## config.mk

```make
export PLATFORM = sky130hd
export DESIGN_NAME = apb_reg_bank
export DESIGN_NICKNAME = d
export VERILOG_FILES = /design/src/rtl/apb_reg_bank.sv
export SDC_FILE = /design/constraint.sdc
export NUM_CORES = 1
export LEC_CHECK = 0
export ABC_CLOCK_PERIOD_IN_PS = 2860
export CORE_AREA = 2 2 142 144
export DETAILED_ROUTE_END_ITERATION = 12
export DIE_AREA = 0 0 144 146
export GPL_ROUTABILITY_DRIVEN = 0
export GPL_TIMING_DRIVEN = 1
export HOLD_SLACK_MARGIN = 0.15
export PLACE_DENSITY = 0.67
export SLEW_MARGIN = 20
export SYNTH_ARGS = -nofsm -noshare
export SYNTH_HDL_FRONTEND = slang
export SYNTH_SLANG_ARGS = --single-unit
```

## constraint.sdc

```tcl
create_clock -name clk_i -period 2.86 [get_ports clk_i]
set_clock_uncertainty 0.1 [all_clocks]
set_input_delay 0.429 -clock clk_i [delete_from_list [all_inputs] [get_ports clk_i]]
set_output_delay 0.429 -clock clk_i [all_outputs]
set_load 0.05 [all_outputs]
```

## src/rtl/apb_reg_bank.sv

```systemverilog
// rtl/apb_reg_bank.sv - APB completer with NoRegs 32-bit registers, programmable wait states and fixed error response.
// Optional privilege check enabled by defining APB_REG_BANK_PROT_CHECK_EN.
module apb_reg_bank #(
  parameter int                 NoRegs     = 4,
  parameter int                 AddrWidth  = 32,
  parameter int                 BaseAddr   = 0,
  parameter int                 WaitCycles = 0,
  parameter logic [NoRegs-1:0]  ReadOnly   = '0
) (
  input  logic                   clk_i,
  input  logic                   rst_ni,
  input  logic [AddrWidth-1:0]   paddr_i,
  input  logic [2:0]             pprot_i,
  input  logic                   psel_i,
  input  logic                   penable_i,
  input  logic                   pwrite_i,
  input  logic [31:0]            pwdata_i,
  input  logic [3:0]             pstrb_i,
  output logic [31:0]            prdata_o,
  output logic                   pready_o,
  output logic                   pslverr_o,
  output logic [NoRegs*32-1:0]   reg_q_o,
  input  logic [NoRegs*32-1:0]   reg_d_i
);

  localparam logic RESP_OKAY   = 1'b0;
  localparam logic RESP_SLVERR = 1'b1;
  localparam int   CntW        = (WaitCycles > 0) ? $clog2(WaitCycles + 1) : 1;
  localparam int   IdxW        = (NoRegs > 1) ? $clog2(NoRegs) : 1;
  localparam logic [AddrWidth-1:0] BaseAddrW = AddrWidth'(BaseAddr);

  logic [CntW-1:0]        r_cnt_q;
  logic [31:0]            r_regs [NoRegs];

  logic                   w_access;
  logic [AddrWidth-1:0]   w_offset;
  logic [AddrWidth-3:0]   w_word;
  logic [IdxW-1:0]        w_idx;
  logic                   w_in_range;
  logic                   w_ro;
  logic                   w_prot_err;
  logic                   w_err;
  logic                   w_we;
  logic [31:0]            w_rdata;
  logic                   w_unused;

  assign w_access   = psel_i & penable_i;
  assign pready_o   = w_access & (r_cnt_q == CntW'(WaitCycles));

  assign w_offset   = paddr_i - BaseAddrW;
  assign w_word     = w_offset[AddrWidth-1:2];
  assign w_idx      = w_word[IdxW-1:0];
  assign w_in_range = (paddr_i >= BaseAddrW) && (w_word < (AddrWidth-2)'(NoRegs));
  assign w_unused   = ^{pprot_i, w_offset[1:0]};

`ifdef APB_REG_BANK_PROT_CHECK_EN
  assign w_prot_err = ~pprot_i[0];
`else
  assign w_prot_err = 1'b0;
`endif

  // Read mux also resolves the read-only flag of the addressed slot.
  always_comb begin
    w_rdata = '0;
    w_ro    = 1'b0;
    for (int i = 0; i < NoRegs; i++) begin
      if (w_idx == IdxW'(i)) begin
        w_ro    = ReadOnly[i];
        w_rdata = ReadOnly[i] ? reg_d_i[i*32 +: 32] : r_regs[i];
      end
    end
  end

  assign w_err     = ~w_in_range | (pwrite_i & w_ro) | w_prot_err;
  assign w_we      = pready_o & pwrite_i & ~w_err;
  assign pslverr_o = pready_o ? (w_err ? RESP_SLVERR : RESP_OKAY) : RESP_OKAY;
  assign prdata_o  = (pready_o & ~pwrite_i & ~w_err) ? w_rdata : 32'h0;

  always_ff @(posedge clk_i or negedge rst_ni) begin
    if (!rst_ni) begin
      r_cnt_q <= '0;
    end else if (!psel_i || pready_o) begin
      r_cnt_q <= '0;
    end else if (w_access) begin
      r_cnt_q <= r_cnt_q + CntW'(1);
    end
  end

  always_ff @(posedge clk_i or negedge rst_ni) begin
    if (!rst_ni) begin
      for (int i = 0; i < NoRegs; i++) r_regs[i] <= '0;
    end else if (w_we) begin
      for (int i = 0; i < NoRegs; i++) begin
        if (w_idx == IdxW'(i)) begin
          for (int b = 0; b < 4; b++) begin
            if (pstrb_i[b]) r_regs[i][8*b +: 8] <= pwdata_i[8*b +: 8];
          end
        end
      end
    end
  end

  always_comb begin
    reg_q_o = '0;
    for (int i = 0; i < NoRegs; i++) begin
      reg_q_o[i*32 +: 32] = ReadOnly[i] ? 32'h0 : r_regs[i];
    end
  end

endmodule

```

# After elaboration in Yosys (flattened, before gate mapping)
# Cells that the tools add are included.
# totals
in_bits,204
out_inout_bits,162
ff_bits,129
elab_cells,61
# classes
n_mux,9
n_bitwise,8
eq_ne,3
addsub,1
n_lt_le_gt_ge,2
n_reduce_logical,21
# op_table
cell,n
$mux W32,5
$reduce_and A3 Y1,16
$ge A32 B1 Y1 const B,1
$lt A30 B3 Y1 const B,1
$and A1 B1 Y1,6
$eq A2 B2 Y1 const B,2
$mux W1,4
$eq A2 B1 Y1 const B,1
$logic_not A2 Y1,1
$not A1 Y1,2
$reduce_bool A2 Y1,1
$add A1 B1 Y1 const B,1
$logic_and A1 B1 Y1,1
$logic_not A1 Y1,1
$logic_or A1 B1 Y1,1

# Longest topological paths before layout
# logic_depth
depth_word,6
depth_mapped,6
mapped_depth_nobuf,4

# Least setup slack after synthesis
# No wires, ideal clock.
# synth_path
kind,input-to-output
startpoint,input penable_i
endpoint,output prdata_o[10]
cell_stages,5
path_slack_ns,-0.347
arrival_time_ns,2.678
cell_sequence,and3b_1 nand4_2 or3_1 clkbuf_1 nor2b_1
# synth_between
elab_chain_len,5
# synth_rtl
item,line_no,rtl
"start, declared",15,"input logic penable_i,"
$and A1 B1 Y1,47,assign w_access = psel_i & penable_i;
$and A1 B1 Y1,48,assign pready_o = w_access & (r_cnt_q == CntW'(WaitCycles));
$and A1 B1 Y1 (2 in a row),77,assign prdata_o = (pready_o & ~pwrite_i & ~w_err) ? w_rdata : 32'h0;
$mux W32,77,
"end, declared",19,"output logic [31:0] prdata_o,"
# Every way passes these cells.

# Worst setup path in the final report
# layout_path
startpoint,input paddr_i[22]
endpoint,output prdata_o[26]
# layout_between
elab_chain_len,4
word_cells_on_any_way,5
classes_between,2 x order compare; 1 x mux; 1 x bitwise; 1 x reduce/logical
# layout_rtl
item,line_no,rtl
"start, declared",12,"input logic [AddrWidth-1:0] paddr_i,"
$ge A32 B1 Y1 / $lt A30 B3 Y1 (equally long branches),53,assign w_in_range = (paddr_i >= BaseAddrW) && (w_word < (AddrWidth-2)'(NoRegs));
$logic_and A1 B1 Y1 *,53,
$and A1 B1 Y1 *,77,
$mux W32 *,77,
# Mark *: on every way between the ends. The rest lies on a longest branch, timed or not.

==> flow_summary.ini <==
[floorplan]
ioPinCount = 366
fp.dieH_um = 146
core_area_um2 = 19300
rows = 51
die_w_um = 144
start_util = 0.314
dieArea_um2 = 21000

[critical_path]
cp_slowest_cell = or3_4
cp-start-kind = primary input
regToRegEndpoint = reg_q_o[69]$_DFFE_PN0P_
path_common_cell = buf_12
cp_top_family = simple AND/OR/NAND/NOR gates
reg2reg_from = r_cnt_q$_DFFE_PN0P_
required_ns = 2.33
critPathKind = in -> out
rr_worst_depth = 6
crit_path_max_incr_delay_ns = 0.59
cp.arrival_ns = 2.37
crit_buf_inv = 4
cp-end-kind = primary output
crit_path_max_fanout = 8
path_cells = buf_6 > nor4_4 > buf_4 > nand4_1 > or3_4 > buf_12 > nor2b_4 > buf_12
r2r_slack_ns = 0.72

[global_route]
grt_max_degree = 68
overflow = 0
grt_antenna_before_repair = 0
gr-usage-all-layers = 0.187
grt_pass1_wl_um = 29800
grt_pass1_vias = 5144

[clocking]
cts_tree = yes
clkSinkCount = 129
cts_setup_buffers = 0
clk_path_buf_depth = 2
htree_levels = 4
clock_latency_ns = 0.40
clk_pin_slew_ns = 0.06
cts_made_buffers = 17
cts-root-buf = clkbuf_16

[timing]
fin_tns_setup_ns = -0.752
worst_pin_slew_ns = 0.580
period_share = 1.01
grt_setup_unrepaired = true
layout_setup_ws_ns = -0.0414
setup_viol_count_final = 30
fmax_mhz = 345
min_period_ns = 2.90
slew-limit-headroom = 0.614
hold_viol = 0
drv_slew = 0

[outcome]
status = finished with violations
violations = negative setup slack

[drt]
wl_um = 19000
drt-pass1-iter-count = 4
drcViolationCount = 0
dr_total_vias = 4511
drtIter0Drc = 108
routed_via_density = 4.82
wl_per_cell_um = 20.3
postRouteAntennaNets = 0

[synth]
ys_seq_elements = 129
synthesis.nets = 584
yosysTopAreaCell = dfrtp_1
synth.most_common_cell = dfrtp_1
ys_async_sr_fraction = 1.00
netlist_area_um2 = 6060
ys_top_cells_by_area = dfrtp_1 (53%), mux2_2 (24%), mux4_2 (12%)
ys_top_cells_by_count = dfrtp_1 (129), mux2_2 (128), nor2b_1 (34)
ys.flop_type = dfrtp_1
synth_top_area_share = 0.533
ys_seq_area_frac = 0.533
avgSynthCellArea_um2 = 16.0
synth_edf_count = 0
yosysUniqueCellTypes = 21
synth_cells = 380
ys_warn_count = 0

[final_layout]
diodes = 0
syn_to_final_growth_pct = 69.9
final_layout_size_suffix_gt1_frac = 0.487
nets = 862

[placed_design]
numPortBuffers = 232
dp_hpwl_um = 14000

[power_and_ir_drop]
powerDensity_nw_per_um2 = 413
peakVddDrop_mv = 0.382
power.total_mw = 4.25
p_leak_nw = 4.43

[hold_path]
hp-class = in -> async

[run]
timing.max_cap.violations = 0
==> cell usage in the layout (no fill, tap or decap) <==
master,netlist,routed
clkinv_4,0,3
nand4_1,1,1
nor2_1,2,2
mux4_2,32,32
clkinv_2,0,3
dfrtp_1,129,129
or3_4,0,1
nor4_4,4,5
nor4_1,7,2
nand4_4,0,1
buf_12,0,44
mux2_2,128,128
nor2b_1,34,3
buf_4,0,32
clkbuf_1,9,2
buf_2,1,3
dlymetal6s2s_1,0,6
clkbuf_2,0,1
buf_8,0,1
buf_6,1,1
nand3_1,6,6
nand2_1,6,6
inv_6,0,1
nor4b_4,1,1
nor3_2,5,5
nor4b_2,6,6
and3b_2,0,1
o21a_1,1,1
clkinvlp_4,0,3
clkbuf_16,0,17
nor2b_2,0,1
bufinv_16,0,3
nor2b_4,0,30
clkdlybuf4s50_1,0,175
nor4_2,0,4
dlygate4sd3_1,0,1
dlygate4sd2_1,0,10
==> repair_timing <==
| action | CTS | global route |
|---|---|---|
| pin swaps | 7 | 8 |
| setup endpoints to repair | 132 | 32 |
| hold endpoints to repair | 27 | 0 |
| hold buffers | 1 | 0 |
| resized for setup | 33 | 10 |
==> power by group <==
part	switching, mW	internal, mW	leakage [nW]
logic	0.124	0.118	2.34
registers	0.00000000676	1.83	1.80
clock network	0.812	1.37	0.283
==> flip-flops by register name (all words and copies together) (netlist names) <==
register and flops:
reg_q_o 128, r_cnt_q 1
==> per-layer routing <==
metal  vias to the layer above  global-route usage  wire length (µm)
met5                         -                   0                 0
met2                       184               0.309              9340
li1                       2006                   -                 -
met3                         9              0.0678              1480
met4                         0              0.0441               183
met1                      2312               0.234              7970
==> worst max path at each step <==
stage	cells past startpoint	end	start
2_1_floorplan	5	prdata_o[10]	paddr_i[16]
3_3_place_gp	8	prdata_o[0]	paddr_i[23]
3_5_place_dp	8	prdata_o[0]	paddr_i[23]
4_1_cts	8	prdata_o[15]	paddr_i[4]
5_1_grt	8	prdata_o[11]	paddr_i[22]
6_report	8	prdata_o[26]	paddr_i[22]
==> through the flow <==
step | cell area [µm²] | hold slack, ns | util | instances | setup WS, ns
finish | 10300 | 0.400 | 0.533 | 936 | -0.0414
CTS | 10300 | 0.381 | 0.531 | 936 | -0.0781
detailed placement | 9640 | 0.277 | 0.499 | 903 | -0.678
global route | 10300 | 0.411 | 0.533 | 936 | -0.109
floorplan | 6290 | 0.0334 | - | 380 | 0.0574
global placement | 9640 | 0.273 | 0.499 | 903 | -0.692
==> final cells by class <==
type,instances,area (µm²)
flip-flops and latches,129,3230
multi-input cells,236,3050
well taps,265,332
clock buffers,19,433
clock inverters,13,163
fillers,1593,9040
repair buffers,274,3090
==> kinds of logic (layout without fill, tap and decap cells) <==
group,count (synthesis),in the layout,share of synthesized area
buffers and inverters,15,306,0.0107
DFF,129,129,0.533
muxes,160,160,0.357
and+or+nand+nor,75,75,0.0989
AOI/OAI and AO/OA,1,1,0.00124
Note: power is estimated with default switching activity, not from simulation.
